$ cat src/rtl/xmpl_dsp_pkg.sv
// Shared DSP types and width helpers for the CIC blocks.
package xmpl_dsp_pkg;

  // Full-precision CIC interpolator width: input plus (N-1)*log2(R) bits of growth.
  function automatic int cic_out_w(input int in_w, input int n_stages, input int r_log2);
    return in_w + (n_stages - 1) * r_log2;
  endfunction

  localparam int CIC_IN_W     = 12;
  localparam int CIC_N_STAGES = 3;
  localparam int CIC_R_LOG2   = 3;
  localparam int CIC_OUT_W    = cic_out_w(CIC_IN_W, CIC_N_STAGES, CIC_R_LOG2);

  typedef enum logic {IDLE, RUN} cic_int_state_e;

  typedef logic signed [CIC_OUT_W-1:0] cic_sample_t;

endpackage

$ cat src/rtl/xmpl_cic_int_stage.sv
// One CIC section: a comb (updated on accept) paired with an integrator (updated on step).
module xmpl_cic_int_stage #(
  parameter int W = 18
) (
  input  logic                clk,
  input  logic                clear,
  input  logic                accept,
  input  logic                step,
  input  logic signed [W-1:0] comb_x,
  output logic signed [W-1:0] comb_y,
  input  logic signed [W-1:0] integ_x,
  output logic signed [W-1:0] integ_q
);

  logic signed [W-1:0] d_q;

  assign comb_y = comb_x - d_q;

  always_ff @(posedge clk) begin
    if (clear) begin
      d_q     <= '0;
      integ_q <= '0;
    end else begin
      if (accept) d_q <= comb_x;
      if (step)   integ_q <= integ_q + integ_x;
    end
  end

endmodule

$ cat src/rtl/xmpl_cic_int.sv
// CIC interpolator: N combs at the input rate, zero-stuff by R, N integrators at the output rate.
module xmpl_cic_int
  import xmpl_dsp_pkg::*;
#(
  parameter int IN_W     = 12,
  parameter int N_STAGES = 3,
  parameter int R_LOG2   = 3,
  parameter int OUT_W    = cic_out_w(IN_W, N_STAGES, R_LOG2)
) (
  input  logic                    clk_i,
  input  logic                    reset_i,
  input  logic                    en_cic_i,
  input  logic [IN_W-1:0]         cic_x_i,
  input  logic                    cic_x_valid_i,
  output logic                    cic_x_ready_o,
  output logic signed [OUT_W-1:0] cic_y_o,
  output logic                    cic_y_valid_o,
  output logic                    cic_underrun_o
);

  cic_int_state_e state_q, state_d;

  logic [R_LOG2-1:0]       phase_q;
  logic signed [OUT_W-1:0] x_up_q;
  logic signed [OUT_W-1:0] comb_c [N_STAGES+1];
  logic signed [OUT_W-1:0] integ  [N_STAGES+1];
  logic signed [OUT_W-1:0] y_d;
  logic run, flush, clear, phase_zero, step, accept, stall;

  always_comb begin
    state_d = state_q;
    case (state_q)
      IDLE:    if (en_cic_i)  state_d = RUN;
      RUN:     if (!en_cic_i) state_d = IDLE;
      default: state_d = IDLE;
    endcase
  end

  always_ff @(posedge clk_i) begin
    if (reset_i) state_q <= IDLE;
    else         state_q <= state_d;
  end

  // Disable from RUN wipes the datapath exactly like reset does.
  assign run        = (state_q == RUN) & en_cic_i;
  assign flush      = (state_q == RUN) & ~en_cic_i;
  assign clear      = reset_i | flush;
  assign phase_zero = (phase_q == '0);
  assign step       = run & (~phase_zero | cic_x_valid_i);
  assign accept     = step & phase_zero;
  assign stall      = run & phase_zero & ~cic_x_valid_i;

  assign cic_x_ready_o = (state_q == RUN) & phase_zero;

  assign comb_c[0] = OUT_W'($signed(cic_x_i));
  assign integ[0]  = x_up_q;

  for (genvar k = 1; k <= N_STAGES; k++) begin : g_stage
    xmpl_cic_int_stage #(
      .W(OUT_W)
    ) u_stage (
      .clk     (clk_i),
      .clear   (clear),
      .accept  (accept),
      .step    (step),
      .comb_x  (comb_c[k-1]),
      .comb_y  (comb_c[k]),
      .integ_x (integ[k-1]),
      .integ_q (integ[k])
    );
  end

  // Output is the last integrator's post-step value, formed from pre-step operands.
  assign y_d = integ[N_STAGES] + integ[N_STAGES-1];

  always_ff @(posedge clk_i) begin
    if (clear) begin
      phase_q        <= '0;
      x_up_q         <= '0;
      cic_y_o        <= '0;
      cic_y_valid_o  <= 1'b0;
      cic_underrun_o <= 1'b0;
    end else begin
      cic_y_valid_o <= step;
      if (step) begin
        phase_q <= phase_q + 1'b1;
        x_up_q  <= phase_zero ? comb_c[N_STAGES] : '0;
        cic_y_o <= y_d;
      end
      if (stall) cic_underrun_o <= 1'b1;
    end
  end

endmodule

$ cat config.mk
export PLATFORM = sky130hd
export DESIGN_NAME = xmpl_cic_int
export DESIGN_NICKNAME = d
export VERILOG_FILES = /design/src/rtl/xmpl_dsp_pkg.sv /design/src/rtl/xmpl_cic_int_stage.sv /design/src/rtl/xmpl_cic_int.sv
export SDC_FILE = /design/constraint.sdc
export NUM_CORES = 1
export LEC_CHECK = 0
export CORE_ASPECT_RATIO = 0.5
export CORE_MARGIN = 2
export CORE_UTILIZATION = 26
export DETAILED_ROUTE_END_ITERATION = 8
export GPL_TIMING_DRIVEN = 0
export PLACE_DENSITY = 0.37
export REMOVE_ABC_BUFFERS = 1
export SLEW_MARGIN = 20
export SYNTH_ARGS = -nofsm -noshare
export SYNTH_HDL_FRONTEND = slang
export SYNTH_SLANG_ARGS = --single-unit
$ cat constraint.sdc
create_clock -name clk_i -period 6.25 [get_ports clk_i]
set_input_delay 1.25 -clock clk_i [delete_from_list [all_inputs] [get_ports clk_i]]
set_output_delay 1.25 -clock clk_i [all_outputs]
set_load 0.01 [all_outputs]
# Yosys cells after proc, flatten, opt, wreduce, memory -nomap -nowiden
# Cells that the tools add are included.
# totals
wordCells	33
reg_bits	121
out_inout_bits	21
# classes
addsub	7
reduce_logical	1
mux	2
n_bitwise	12
# ops
op	count
18-bit adder	3
18-bit 2-to-1 mux	1
18-bit subtractor	1
13-bit by 13-bit subtractor with 14-bit output	1
12-bit by 12-bit subtractor with 13-bit output	1
1-bit AND	7
3-bit by 1-bit adder with 3-bit output (second input constant)	1
3-bit zero test	1
1-bit NOT	3
1-bit OR	2
1-bit 2-to-1 mux	1

# Logic depth before layout (Yosys ltp)
# depth
word_depth	5
depth_mapped	23
mapped_depth_nobuf	23

# Cells and area by module
# Synthesis repeated with hierarchy kept, for this count alone.
# hier_totals
hier_cells	1384
hier_area_um2	11252.0
# by_module_without_submodules
mod	area_each_um2	cells_each	instances	seq_area_each_um2
xmpl_cic_int_stage at g_stage[3].u_stage	3036.7	381	1	720.7
xmpl_cic_int_stage at g_stage[2].u_stage	3029.2	381	1	720.7
xmpl_cic_int_stage at g_stage[1].u_stage	2936.6	352	1	720.7
xmpl_cic_int	2249.7	270	1	840.8

# Least setup slack after synthesis
# OpenSTA, ideal clock, no wires.
# synth_path
kind	input port to flip-flop
start	input cic_x_i[0]
end	register x_up_q[13]
setup_slack_ns	1.035
arrival_time_ns	5.098
t_required_ns	6.133
path_stages	23
setup_ns	0.117
path_cell_list	inv_1 ha_1 inv_1 fa_1 a21o_1 a21oi_1 o21bai_1 a21oi_1 xnor2_1 ha_1 nor2_1 nor2_1 o41ai_2 o21bai_1 xor2_1 ha_1 a21o_1 a21o_1 nor3_2 nor2b_1 nor2_1 or3_1 a32o_1
# synth_lines
item	line_no	rtl
start: declaration	xmpl_cic_int.sv:13	input logic [IN_W-1:0] cic_x_i,
end signal: assignment	xmpl_cic_int.sv:87	x_up_q <= phase_zero ? comb_c[N_STAGES] : '0;
end: declaration	xmpl_cic_int.sv:24	logic signed [OUT_W-1:0] x_up_q;

==> results.txt <==
* Adder and majority cell fraction of the synthesized area: 15.0%
- The clock drives about 120 sinks.
- Buffers inserted during post-CTS setup optimization: 0
* Top_reg_cell synth: dfxtp_1
* Post-detailed-route count of antenna-violating nets: 0
- Commonest non-fill, non-tap cells in the layout: 141 x nand2_1, 117 x dfxtp_1, 113 x a21oi_1
* Largest net degree at the start of global routing: 47
- Number of different library cells in the post-synthesis netlist: 70
- Setup violations remaining at the end of the flow were counted as 0.
* Layout area overhead: 17.5%
- Counting the buffers created by CTS gives 17.
- For this run, the register share of the synthesized area comes to 27.7%.
- TritonRoute pass-1 iters: 5
- Synth warn: 0
- Wire length after detailed routing: between 20 and 25 mm
- Wire length of the first global-routing pass: about 37 mm
- Measured against the total synthesized area, the mux share comes to under 10%.
- At the pin with the least slew margin, the transition time is between 0.7 and 0.8 ns.
- Summed over all failing endpoints, the final setup total negative slack is 0 ns.
* Routability cong.: 0.820
- Of the total synthesized cell area, the portion taken by XOR and XNOR cells is approximately 5.8%.
- Worst Setup Path Type: input port to register
- The detailed router finished its first iteration with 405 violations.
* Power per standard cell area: 226 nW/µm²
* Ratio of final minimum period to clock period: between 90 and 100%
* Number of flops mapped to enable cells by yosys: 0
- Summing the areas of all compound-gate instances in the mapped netlist gives 25.6% of the synthesized area.
- Initial cell density of the core: 26.6%
* Routed vias: 7,258
* Slowest cell on the critical path: clkdlybuf4s50_1
* # rows: 46
- Before CTS, the worst setup slack after placement is approximately 0.0034 ns.
- Hold crit path type: register to register
- Height of the chip: 132 µm
- The library cell used most frequently in the layout, excluding fill and tap cells, is nand2_1.
- After detailed routing, the number of vias per cell comes to 4.69.
- The clock passes through at most 2 buffers.
- LEAKAGE: between 3 and 4 nW
- In this design, the critical path's most frequently occurring cell is ha_1.
- Top-level I/O count: 37
- Design Power: 2.24 mW
* Placeable core region: 31,800 µm²
* Count of inserted antenna diode cells: 0
* Final-stage net count: 1,219
- Overflow left after global routing: 0
- Launching element type of the critical path: input port
* Level count of the clock H-tree: 4
- Clock tree from TritonCTS: built
* Yosys reg bits: around 120
- Summing every instance area after synthesis gives around 8500 µm².
- In the final layout, the share of cells above drive strength 1 is under 10%.
- Crit path setup slack, layout: around 0.44 ns
- Hold repair after CTS inserted 0 buffers.
- Worst vdd ir: 0.134 mV
- After synthesis, the mean cell area works out to 7.85 µm².
* Clock latency of the later-clocked register in the worst-skew pair: between 0.4 and 0.5 ns
* Slew margin rel.: between 50% and 60%
- Vias in the first global route: approximately 7,200
- Subtracting the final worst setup slack from the clock period gives 5.81 ns.
- Number of pins exceeding their max-slew limit in the final report: 0
* Bufs and invs on worst path: 3
- In the global route stage, overall resource usage came out at a little over an eighth.
- After detailed routing, the number of remaining DRC violations is 0.
- Required time at the endpoint of the critical path: around 6.6 ns
* Resize count post-CTS: 0
* X dimension of the die: 259 µm
- After detailed placement, the total cell area comes to 9390 µm².
* Highest Clock Rate: 172 MHz
* Final count of hold timing violations: 0
- Simple-gate portion of the synthesized area: 19.3%
- Worst Setup End Kind: register
* Number of port buffers: 36
- The tree is rooted in a clkbuf_16.
- Clock slew seen by the registers of the worst setup and hold paths: 0.06 ns
* Async set or reset register ratio after synthesis: 0%
- On the final layout, the worst clock skew is 0.00822 ns.
- Outcome: complete, no violations
- Largest family of logic cells by synthesized area: compound AO/OA/AOI/OAI gates
- Final hold slack: 0.453 ns
- Across the run, the number of max-cap violations was 0.
- The initial antenna violation count came to 0.
* Data arrival time of the critical path: 6.13 ns
* Die footprint: 34,100 µm²
- Post-DP HPWL: between 15 and 20 mm
- Setup repair after global routing left no endpoint under its margin.
* Wire length per cell: 14.1 µm
* Count of mapped cells out of synthesis: roughly 1,100
- The largest single stage delay on the critical path is ~0.42 ns.
- Cells along the critical path: clkdlybuf4s50_1 > inv_1 > ha_1 > inv_1 > fa_1 > a21o_1 > a21oi_1 > o21ai_1 > a21oi_1 > xnor2_1 > ha_1 > nand2_1 > a211oi_1 > nor2_1 > xnor2_1 > ha_1 > a21o_1 > nor3_2 > nor2b_1 > nor2_1 > or3_1 > a32o_1
- Final instance area: roughly 9900 µm²
- Cell type group with the largest total delay on the critical path: compound AO/OA/AOI/OAI gates
- Highest fanout seen on the critical path: 6
path summary, 6_finish.rpt:
check                           slack [ns]                   endpoint                       from  cells past startpoint
worst min-delay path                  0.45  g_stage[2].u_stage.d_q[3]  g_stage[2].u_stage.d_q[3]                      2
worst max-delay path                  0.44                 x_up_q[13]                 cic_x_i[0]                     22
worst min register to register        0.45  g_stage[2].u_stage.d_q[3]  g_stage[2].u_stage.d_q[3]                      2
worst max register to register        1.42                 x_up_q[13]  g_stage[1].u_stage.d_q[0]                     20
cells by family (layout without fill, tap and decap cells):
logic type               after synthesis  count (layout)
AND/OR/NAND/NOR                      352             352
multiplexers                          11              11
adder cells (fa/ha/maj)               98              98
flip-flops                           117             117
XOR/XNOR                              56              56
AO/OA/AOI/OAI                        335             335
buffers and inverters                108             146
cell usage after synthesis, drive strengths merged (19+ instances only):
master | count | area, µm²
a21oi | 114 | 571
nor2b | 19 | 119
inv | 66 | 248
dfxtp | 117 | 2340
xnor2 | 40 | 350
ha | 92 | 1150
a21o | 32 | 240
nor3 | 28 | 145
clkbuf | 24 | 90.1
a211oi | 20 | 165
nand2 | 141 | 529
nor2 | 81 | 307
o21ai | 66 | 338
layer usage:
metal	global-route usage, %	routed length, µm	vias to the layer above	share of wire, %
li1	-	-	3918	-
met1	17.9	11300	3237	52
met2	21.2	9590	87	44
met3	3.30	616	16	2.8
met4	3.82	280	0	1.3
met5	0	0	-	0
cell type report:
class,count,area [µm²]
clock buffer,24,492
clock inverter,5,50.0
fill,3316,21900
inverter,67,251
multi-input combinational,852,5710
sequential,117,2340
tap,432,541
timing repair buffer,50,553
power breakdown:
part / switching (mW) / internal (mW) / total (mW)
sequential: 0.00963 / 0.761 / 0.771
combinational: 0.297 / 0.237 / 0.534
clock: 0.358 / 0.578 / 0.936
total: 0.665 / 1.58 / 2.24
registers in the layout, summed over array words and instances, names as in the netlist:
signal / count
cic_underrun_o: 1
cic_y_valid_o: 1
g_stage.u_stage.d_q: 39
g_stage.u_stage.integ_q: 54
phase_q: 3
state_q: 1
x_up_q: 18
metrics by stage:
step	util (%)	std cells
6_report	31.2	1547
5_1_grt	31.2	1547
4_1_cts	31.2	1547
3_5_place_dp	29.5	1518
3_3_place_gp	28.8	1504
2_1_floorplan	-	1036
worst reg2reg max path, cell delays in order, from the launching register on:
cell,delay (ns)
dfxtp_1,0.33
ha_1,0.17
inv_1,0.06
fa_1,0.40
a21o_1,0.17
a21oi_1,0.27
o21ai_1,0.15
a21oi_1,0.25
xnor2_1,0.14
ha_1,0.40
nand2_1,0.09
a211oi_1,0.40
nor2_1,0.12
xnor2_1,0.25
ha_1,0.32
a21o_1,0.20
nor3_2,0.18
nor2b_1,0.21
nor2_1,0.07
or3_1,0.31
a32o_1,0.25
(Power assumes the default switching activity.)
